<file path="config.mk">
export PLATFORM = sky130hd
export DESIGN_NAME = fifo_wr_arbiter
export DESIGN_NICKNAME = d
export VERILOG_FILES = /design/src/rtl/fifo_wr_arbiter.sv
export SDC_FILE = /design/constraint.sdc
export NUM_CORES = 1
export LEC_CHECK = 0
export BUFFER_PORTS_ARGS = -buffer_cell sky130_fd_sc_hd__buf_2
export CAP_MARGIN = 25
export CORE_MARGIN = 1
export CORE_UTILIZATION = 40
export DETAILED_ROUTE_END_ITERATION = 16
export PLACE_DENSITY = 0.71
export SETUP_SLACK_MARGIN = 0.3
export SKIP_CTS_REPAIR_TIMING = 1
export SLEW_MARGIN = 10
export SYNTH_ARGS = -nofsm -noshare
export SYNTH_HDL_FRONTEND = slang
export SYNTH_SLANG_ARGS = --single-unit
</file>
<file path="constraint.sdc">
create_clock -name clk -period 2.3 [get_ports clk]
set_clock_uncertainty 0.1 [all_clocks]
set_input_delay 0.23 -clock clk [delete_from_list [all_inputs] [get_ports clk]]
set_output_delay 0.23 -clock clk [all_outputs]
set_load 0.02 [all_outputs]
</file>
<file path="src/rtl/fifo_wr_arbiter.sv">
// fifo_wr_arbiter: round-robin arbiter sharing one FIFO write port among NUM_REQ producers.
// Define FIFO_WR_ARB_STATS_EN to add saturating wr_count / ovf_count outputs.
module fifo_wr_arbiter #(
    parameter int FIFO_WIDTH = 16,
    parameter int NUM_REQ    = 4,
    parameter int MAX_RETRY  = 3
) (
    input  logic                          clk,
    input  logic                          rst,
    input  logic [NUM_REQ-1:0]            req,
    input  logic [NUM_REQ*FIFO_WIDTH-1:0] req_data,
    output logic [NUM_REQ-1:0]            gnt,
    output logic [NUM_REQ-1:0]            done,
    output logic                          err,
    output logic                          busy,
    output logic                          fifo_wr_en,
    output logic [FIFO_WIDTH-1:0]         fifo_data_in,
    input  logic                          fifo_full,
    input  logic                          fifo_wr_ack,
`ifdef FIFO_WR_ARB_STATS_EN
    input  logic                          fifo_overflow,
    output logic [31:0]                   wr_count,
    output logic [15:0]                   ovf_count
`else
    input  logic                          fifo_overflow
`endif
);

    localparam int IDX_W = (NUM_REQ > 1) ? $clog2(NUM_REQ) : 1;
    localparam int RW    = (MAX_RETRY > 0) ? $clog2(MAX_RETRY + 1) : 1;

    typedef enum logic [1:0] {
        IDLE  = 2'd0,
        ISSUE = 2'd1,
        WAIT  = 2'd2,
        HOLD  = 2'd3
    } state_t;

    state_t                  state;
    state_t                  state_d;

    logic [IDX_W-1:0]        rr_ptr;
    logic [IDX_W-1:0]        rr_d;
    logic [IDX_W-1:0]        idx_q;
    logic [IDX_W-1:0]        idx_d;
    logic [RW-1:0]           retry_cnt;
    logic [RW-1:0]           retry_d;

    logic [NUM_REQ-1:0]      gnt_d;
    logic [NUM_REQ-1:0]      done_d;
    logic                    err_d;
    logic                    busy_d;
    logic                    wr_en_d;
    logic [FIFO_WIDTH-1:0]   data_d;

    logic                    pick_hit;
    logic [IDX_W-1:0]        pick_idx;
    logic [FIFO_WIDTH-1:0]   pick_data;
    logic                    retry_at_max;

    // The outcome is decided by wr_ack alone; anything else is an overflow.
    logic                    unused_ovf;
    assign unused_ovf = fifo_overflow;

    assign retry_at_max = (retry_cnt == RW'(MAX_RETRY));

    // Round-robin scan starting just after the last winner.
    always_comb begin
        pick_hit = 1'b0;
        pick_idx = '0;
        for (int k = 1; k <= NUM_REQ; k++) begin
            if (!pick_hit && req[(int'(rr_ptr) + k) % NUM_REQ]) begin
                pick_hit = 1'b1;
                pick_idx = IDX_W'((int'(rr_ptr) + k) % NUM_REQ);
            end
        end
        pick_data = req_data[int'(pick_idx)*FIFO_WIDTH +: FIFO_WIDTH];
    end

    // State register.
    always_ff @(posedge clk) begin
        if (rst) begin
            state <= IDLE;
        end else begin
            state <= state_d;
        end
    end

    // Next-state decode.
    always_comb begin
        state_d = state;
        unique case (state)
            IDLE: begin
                if (pick_hit && !fifo_full) begin
                    state_d = ISSUE;
                end
            end
            ISSUE: begin
                state_d = WAIT;
            end
            WAIT: begin
                if (fifo_wr_ack || retry_at_max) begin
                    state_d = IDLE;
                end else begin
                    state_d = HOLD;
                end
            end
            HOLD: begin
                if (!fifo_full) begin
                    state_d = ISSUE;
                end
            end
            default: begin
                state_d = IDLE;
            end
        endcase
    end

    // Next values of the registered outputs and datapath.
    always_comb begin
        gnt_d   = gnt;
        done_d  = '0;
        err_d   = 1'b0;
        wr_en_d = 1'b0;
        data_d  = fifo_data_in;
        idx_d   = idx_q;
        rr_d    = rr_ptr;
        retry_d = retry_cnt;
        busy_d  = (state_d != IDLE);
        unique case (state)
            IDLE: begin
                if (pick_hit && !fifo_full) begin
                    idx_d   = pick_idx;
                    gnt_d   = NUM_REQ'(1) << pick_idx;
                    wr_en_d = 1'b1;
                    data_d  = pick_data;
                    retry_d = '0;
                end
            end
            ISSUE: begin
                wr_en_d = 1'b0;
            end
            WAIT: begin
                if (fifo_wr_ack || retry_at_max) begin
                    done_d  = NUM_REQ'(1) << idx_q;
                    err_d   = !fifo_wr_ack;
                    gnt_d   = '0;
                    rr_d    = idx_q;
                    retry_d = '0;
                end else begin
                    retry_d = retry_cnt + 1'b1;
                end
            end
            HOLD: begin
                if (!fifo_full) begin
                    wr_en_d = 1'b1;
                end
            end
            default: begin
                gnt_d = '0;
            end
        endcase
    end

    // Output and datapath registers; reset aborts any write in flight.
    always_ff @(posedge clk) begin
        if (rst) begin
            gnt          <= '0;
            done         <= '0;
            err          <= 1'b0;
            busy         <= 1'b0;
            fifo_wr_en   <= 1'b0;
            fifo_data_in <= '0;
            idx_q        <= '0;
            rr_ptr       <= IDX_W'(NUM_REQ - 1);
            retry_cnt    <= '0;
        end else begin
            gnt          <= gnt_d;
            done         <= done_d;
            err          <= err_d;
            busy         <= busy_d;
            fifo_wr_en   <= wr_en_d;
            fifo_data_in <= data_d;
            idx_q        <= idx_d;
            rr_ptr       <= rr_d;
            retry_cnt    <= retry_d;
        end
    end

`ifdef FIFO_WR_ARB_STATS_EN
    // Saturating counters of acked writes and failed attempts.
    always_ff @(posedge clk) begin
        if (rst) begin
            wr_count  <= '0;
            ovf_count <= '0;
        end else if (state == WAIT) begin
            if (fifo_wr_ack) begin
                if (wr_count != '1) begin
                    wr_count <= wr_count + 32'd1;
                end
            end else if (ovf_count != '1) begin
                ovf_count <= ovf_count + 16'd1;
            end
        end
    end
`endif

endmodule

</file>
* Word-level counts from Yosys, hierarchy flattened
Cells that the tools add are included.
** Operators by class
- Add/subtract/negate cells :: 5
- Order comparisons :: 4
- Equality and inequality tests :: 6
- Shifts and indexed selects :: 3
- Mux-type cells :: 33
- Bitwise logic cells :: 6
- Reductions and logical operators :: 22
** Operator list (count)
- 64-bit by 7-bit variable part select with 16-bit output :: 1
- 2-bit 2-to-1 mux :: 9
- 3-bit by 4-bit less-than comparator with 1-bit output, second input constant :: 4
- 1-bit 2-to-1 mux :: 14
- 1-bit binary-select mux with 2-bit select :: 4
- 4-bit 2-to-1 mux :: 2
- 2-bit case mux with 4 select lines :: 1
- 4-bit case mux with 2 select lines :: 1
- 2-bit OR reduction :: 4
- 1-bit by 2-bit left shift with 4-bit output, first input constant :: 2
- 2-bit by 1-bit adder with 2-bit output, second input constant :: 3
- 2-bit equality test, second input constant :: 3
- 2-bit AND reduction :: 3
- 1-bit zero test :: 5
- 2-bit adder, second input constant :: 2
- 1-bit bitwise AND, first input constant :: 4
- 1-bit logical AND :: 4
- 2-bit != test, second input constant :: 2
- 2-bit case mux with 2 select lines :: 1
- 2-bit nonzero test :: 2
- 3-bit AND reduction :: 1
- 3-bit OR reduction :: 1
- 2-bit by 1-bit equality test with 1-bit output, second input constant :: 1
- 2-bit zero test :: 1
- 3 further kinds :: 4
** Storage, ports and cells
- Bits in registers :: 35
- Bits of input ports :: 73
- Word-level logic and storage cells :: 89

* Logic depth before layout (Yosys ltp)
- Depth after elaboration :: 20
- Gate-level depth with buffers :: 8

* Worst setup path before layout
OpenSTA, ideal clock, no wires.
- Path kind :: reg2reg
- From :: register state[1]
- To :: register fifo_data_in[0]
- Library setup time :: 0.133 ns
- Arrival time :: 1.631 ns
- Path slack :: 0.436 ns
- Cell stages (with the launch flop) :: 9
- Buffers on the path :: 2
- Path through :: dfxtp_1 > inv_1 > ha_1 > inv_1 > or3_1 > buf_4 > buf_6 > a221oi_2 > a311oi_1
** On the way
- Longest elaborated chain between the ends :: 2
** RTL lines
- from (decl) :: line 39 : state_t state;
- from (signal assigned) :: line 85 : state <= state_d;
- 2-bit zero test :: line 130 : unique case (state)
- 2-bit AND reduction (no source line)
- to (signal assigned) :: line 183 : fifo_data_in <= data_d;
- to (decl) :: line 17 : output logic [FIFO_WIDTH-1:0] fifo_data_in,
Every way passes these cells.
A chain may end at the register's enable or synchronous reset.

* Final worst setup path
- From :: register state[1]
- To :: register fifo_data_in[9]
Same word-level chain as after synthesis.

==> results.md <==
• **run status** complete, no violations
• **per-instance average area after synthesis** 9.14 sq um
• **H-tree depth** 2
• **leading register cell type out of synthesis** dfxtp_1
• **power density of the placed cells** 686 nW/um^2
• **worst setup path class** reg -> reg
• **Req. time, crit path** 2350 ps
• **largest voltage drop on the vdd net** 0.265 mV
• **Worst R2R Start** state[1]$_SDFF_PP0_
• **grt total ovfl** 0
• **post-detailed-route wirelength per cell** 13.6 um
• **reg2reg end** fifo_data_in[9]$_SDFFE_PP0P_
• **iteration-0 DRC count of the detailed router** 100
• **total routing usage reported by global routing** 20.2%
• **sequential element share of the synthesized area** 34.2%
• **post-synthesis cell type with the largest combined area** dfxtp_1
• **CTS tree** done
• **depth of the worst register-to-register path** 7
• **slew at the pin with the worst max-slew slack** 623 ps
• **dpl hpwl** 3.74 mm
• **Rows** 25
• **number of max-cap violations** 0
• **share of cells above drive strength 1** 42.7%
• **remaining antenna violation count after routing** 0
• **max frequency** 525 MHz
• **max-slew headroom at the worst pin** 58.5%
• **highest-delay cell along the critical path** or3_4
• **number of enable flip-flop cells after synthesis** 0
• **Antenna Cells** 0
• **wire length of the first global-routing pass** 8.29 mm
• **initial antenna violation count** 0
• **CTS Root Buffer Type** clkbuf_8
• **count of pins over their slew limit** 0
• **class of the tightest hold or removal check** in -> reg
• **cell-by-cell listing of the critical path** inv_1, ha_4, inv_1, or3_4, buf_6, a221oi_1, a311oi_1
• **static leakage power** 0.00116 uW
• **Final Hold Fails** 0
• **kind of end point of the critical path** flip-flop
• **end-of-flow core utilization** 55.3%
• **Ys Warns** 0
• **# DRC** 0
• **Reg2Reg Setup Slack** 390 ps
• **synthesis-stage register bit count** 35
• **leading post-synthesis cells by cell area** dfxtp_1 (34%), a311oi_1 (6.8%), a221oi_2 (6.6%), nand3b_1 (5.9%), nor2_1 (5.1%)
• **cell with the most instances on the worst path** inv_1
• **worst hold endpoint** err$_SDFF_PP0_
• **Core ar.** 4820 sq um
• **highest cell delay on the worst timing path** 400 ps
• **I/O pin count** 100
• **Area Growth Syn to Fin** 30.1%
• **share of flip-flops with an asynchronous set or reset after synthesis** 0%
• **critical path fanouts, max** 15
• **fraction of synthesized cell area taken by the top area cell type** 34.2%
• **number of global-route vias before repair** 1803
• **Netlist cell types** 47
• **time the final worst path needs with I/O delays and setup** 1910 ps
• **Final TNS setup** 0 ps
• **clock latency on the worst-skew pair** 290 ps
• **final estimated routing congestion in global placement** 0.797
• **clock tree buffer depth** 2
• **number of nets at the end of the flow** 393
• **TritonCTS Buffers** 5
• **post-synth design cell area** 2050 sq um
• **unrepaired setup endpoints after global routing** false
• **post-synthesis instance total** 224
• **total via count after detailed routing** 2023
• **detail-routed via count per cell** 5.28
• **routed wire length** 5.20 mm
• **# setup viols final** 0
• **maximum number of pins on one net before global-route repair** 35
• **number of buffers added on ports** 98
• **clock-pin slew on the worst setup and hold paths** 70 ps
• **Num Clock Sinks** 35
• **DIE WIDTH** 73.6 um
• **worst hold path startpoint** fifo_wr_ack
• **height of the die** 73.6 um
• **commonest non-fill, non-tap cells in the layout** buf_2 (98), dfxtp_1 (35), nor2_1 (28)
• **syn_nets** 302
• **number of iterations in the first detailed-routing pass** 4
• **share of the clock period used by the worst path** 82.9%
• **total die area** 5410 sq um
• **most common library cell in the layout ignoring fill and taps** buf_2
• **critical path startpoint category** flip-flop
• **WP data arrival** 1960 ps
• **worst hold path depth** 2
• **Starting Density** 42.5%
layout make-up:
cell class / count / area [sq um]
Clock buffer: 5 / 68.8
Clock inverter: 3 / 43.8
Fill cell: 465 / 2150
Inverter: 11 / 41.3
Multi-Input combinational cell: 160 / 1200
Sequential cell: 35 / 701
Tap cell: 67 / 83.8
Timing Repair Buffer: 102 / 524
Yosys cell counts, types with 2 or more instances:
cell type   n
o211ai_1    2
nand3_1    16
buf_6       4
nor3_1      2
buf_4       7
a21oi_1     6
o211a_4     2
nor2_1     28
clkbuf_1    4
inv_1      11
ha_1        5
a221oi_2    9
nor3_2      2
o21ai_1     3
buf_2       2
a211o_1     2
nand3b_1   16
a22o_1      3
a311oi_1   16
a221oi_1    5
nand2_1    11
dfxtp_1    35
o221a_2     3
nor2b_1     5
o21ai_0     3
routing by layer:
layer  global-route usage [%]  share of wire, %  vias to the layer above
li1                         -                 -                     1024
met1                     25.6                47                      922
met2                     34.1                47                       70
met3                     3.02               4.1                        7
met4                     8.33               1.7                        0
met5                        0                 0                        -
per-stage QoR:
step	worst slack, ps	std cells	hold WS [ps]	instance area [sq um]	power [uW]
final	394	383	47.0	2670	1830
after global routing	311	383	38.0	2670	1940
after CTS	213	383	31.3	2640	1830
after detailed placement	235	375	348	2520	1260
after global placement	257	375	343	2520	1250
after floorplan	436	224	207	2050	1100
state kept, by name (all words and copies together) (netlist names):
name / flops
state: 2
gnt: 4
err: 1
retry_cnt: 2
busy: 1
fifo_data_in: 16
fifo_wr_en: 1
rr_ptr: 2
idx_q: 2
done: 4
critical path: cells and delay by family (launching register included):
kind / cells / cell delay [ps]
flops: 1 / 360
compound gates: 2 / 340
buf+inv: 3 / 380
simple gates: 1 / 400
fa+ha+maj: 1 / 180
kinds of logic after synthesis:
group	after synthesis	share of synthesized area, %
and+or+nand+nor	89	24.1
AOI/OAI and AO/OA	64	29.5
DFF	35	34.2
buffers and inverters	29	8.25
adders and majority gates	5	3.05
xor gates and xnor gates	1	0.428
muxes	1	0.489
report_power, final:
group / internal, uW / total, uW / switching (uW)
Combinational: 235 / 555 / 320
Sequential: 671 / 710 / 39.1
Clock: 323 / 564 / 241
Total: 1230 / 1830 / 600
worst max path at each step:
stage	start	endpoint	slack, ps
floorplan	state[1]$_SDFF_PP0_	fifo_data_in[0]$_SDFFE_PP0P_	440
global placement	state[1]$_SDFF_PP0_	fifo_data_in[7]$_SDFFE_PP0P_	260
detailed placement	state[1]$_SDFF_PP0_	fifo_data_in[4]$_SDFFE_PP0P_	240
CTS	state[1]$_SDFF_PP0_	fifo_data_in[8]$_SDFFE_PP0P_	210
global route	state[1]$_SDFF_PP0_	fifo_data_in[4]$_SDFFE_PP0P_	310
finish	state[1]$_SDFF_PP0_	fifo_data_in[9]$_SDFFE_PP0P_	390
No activity file was read; power rests on OpenSTA's default activity.
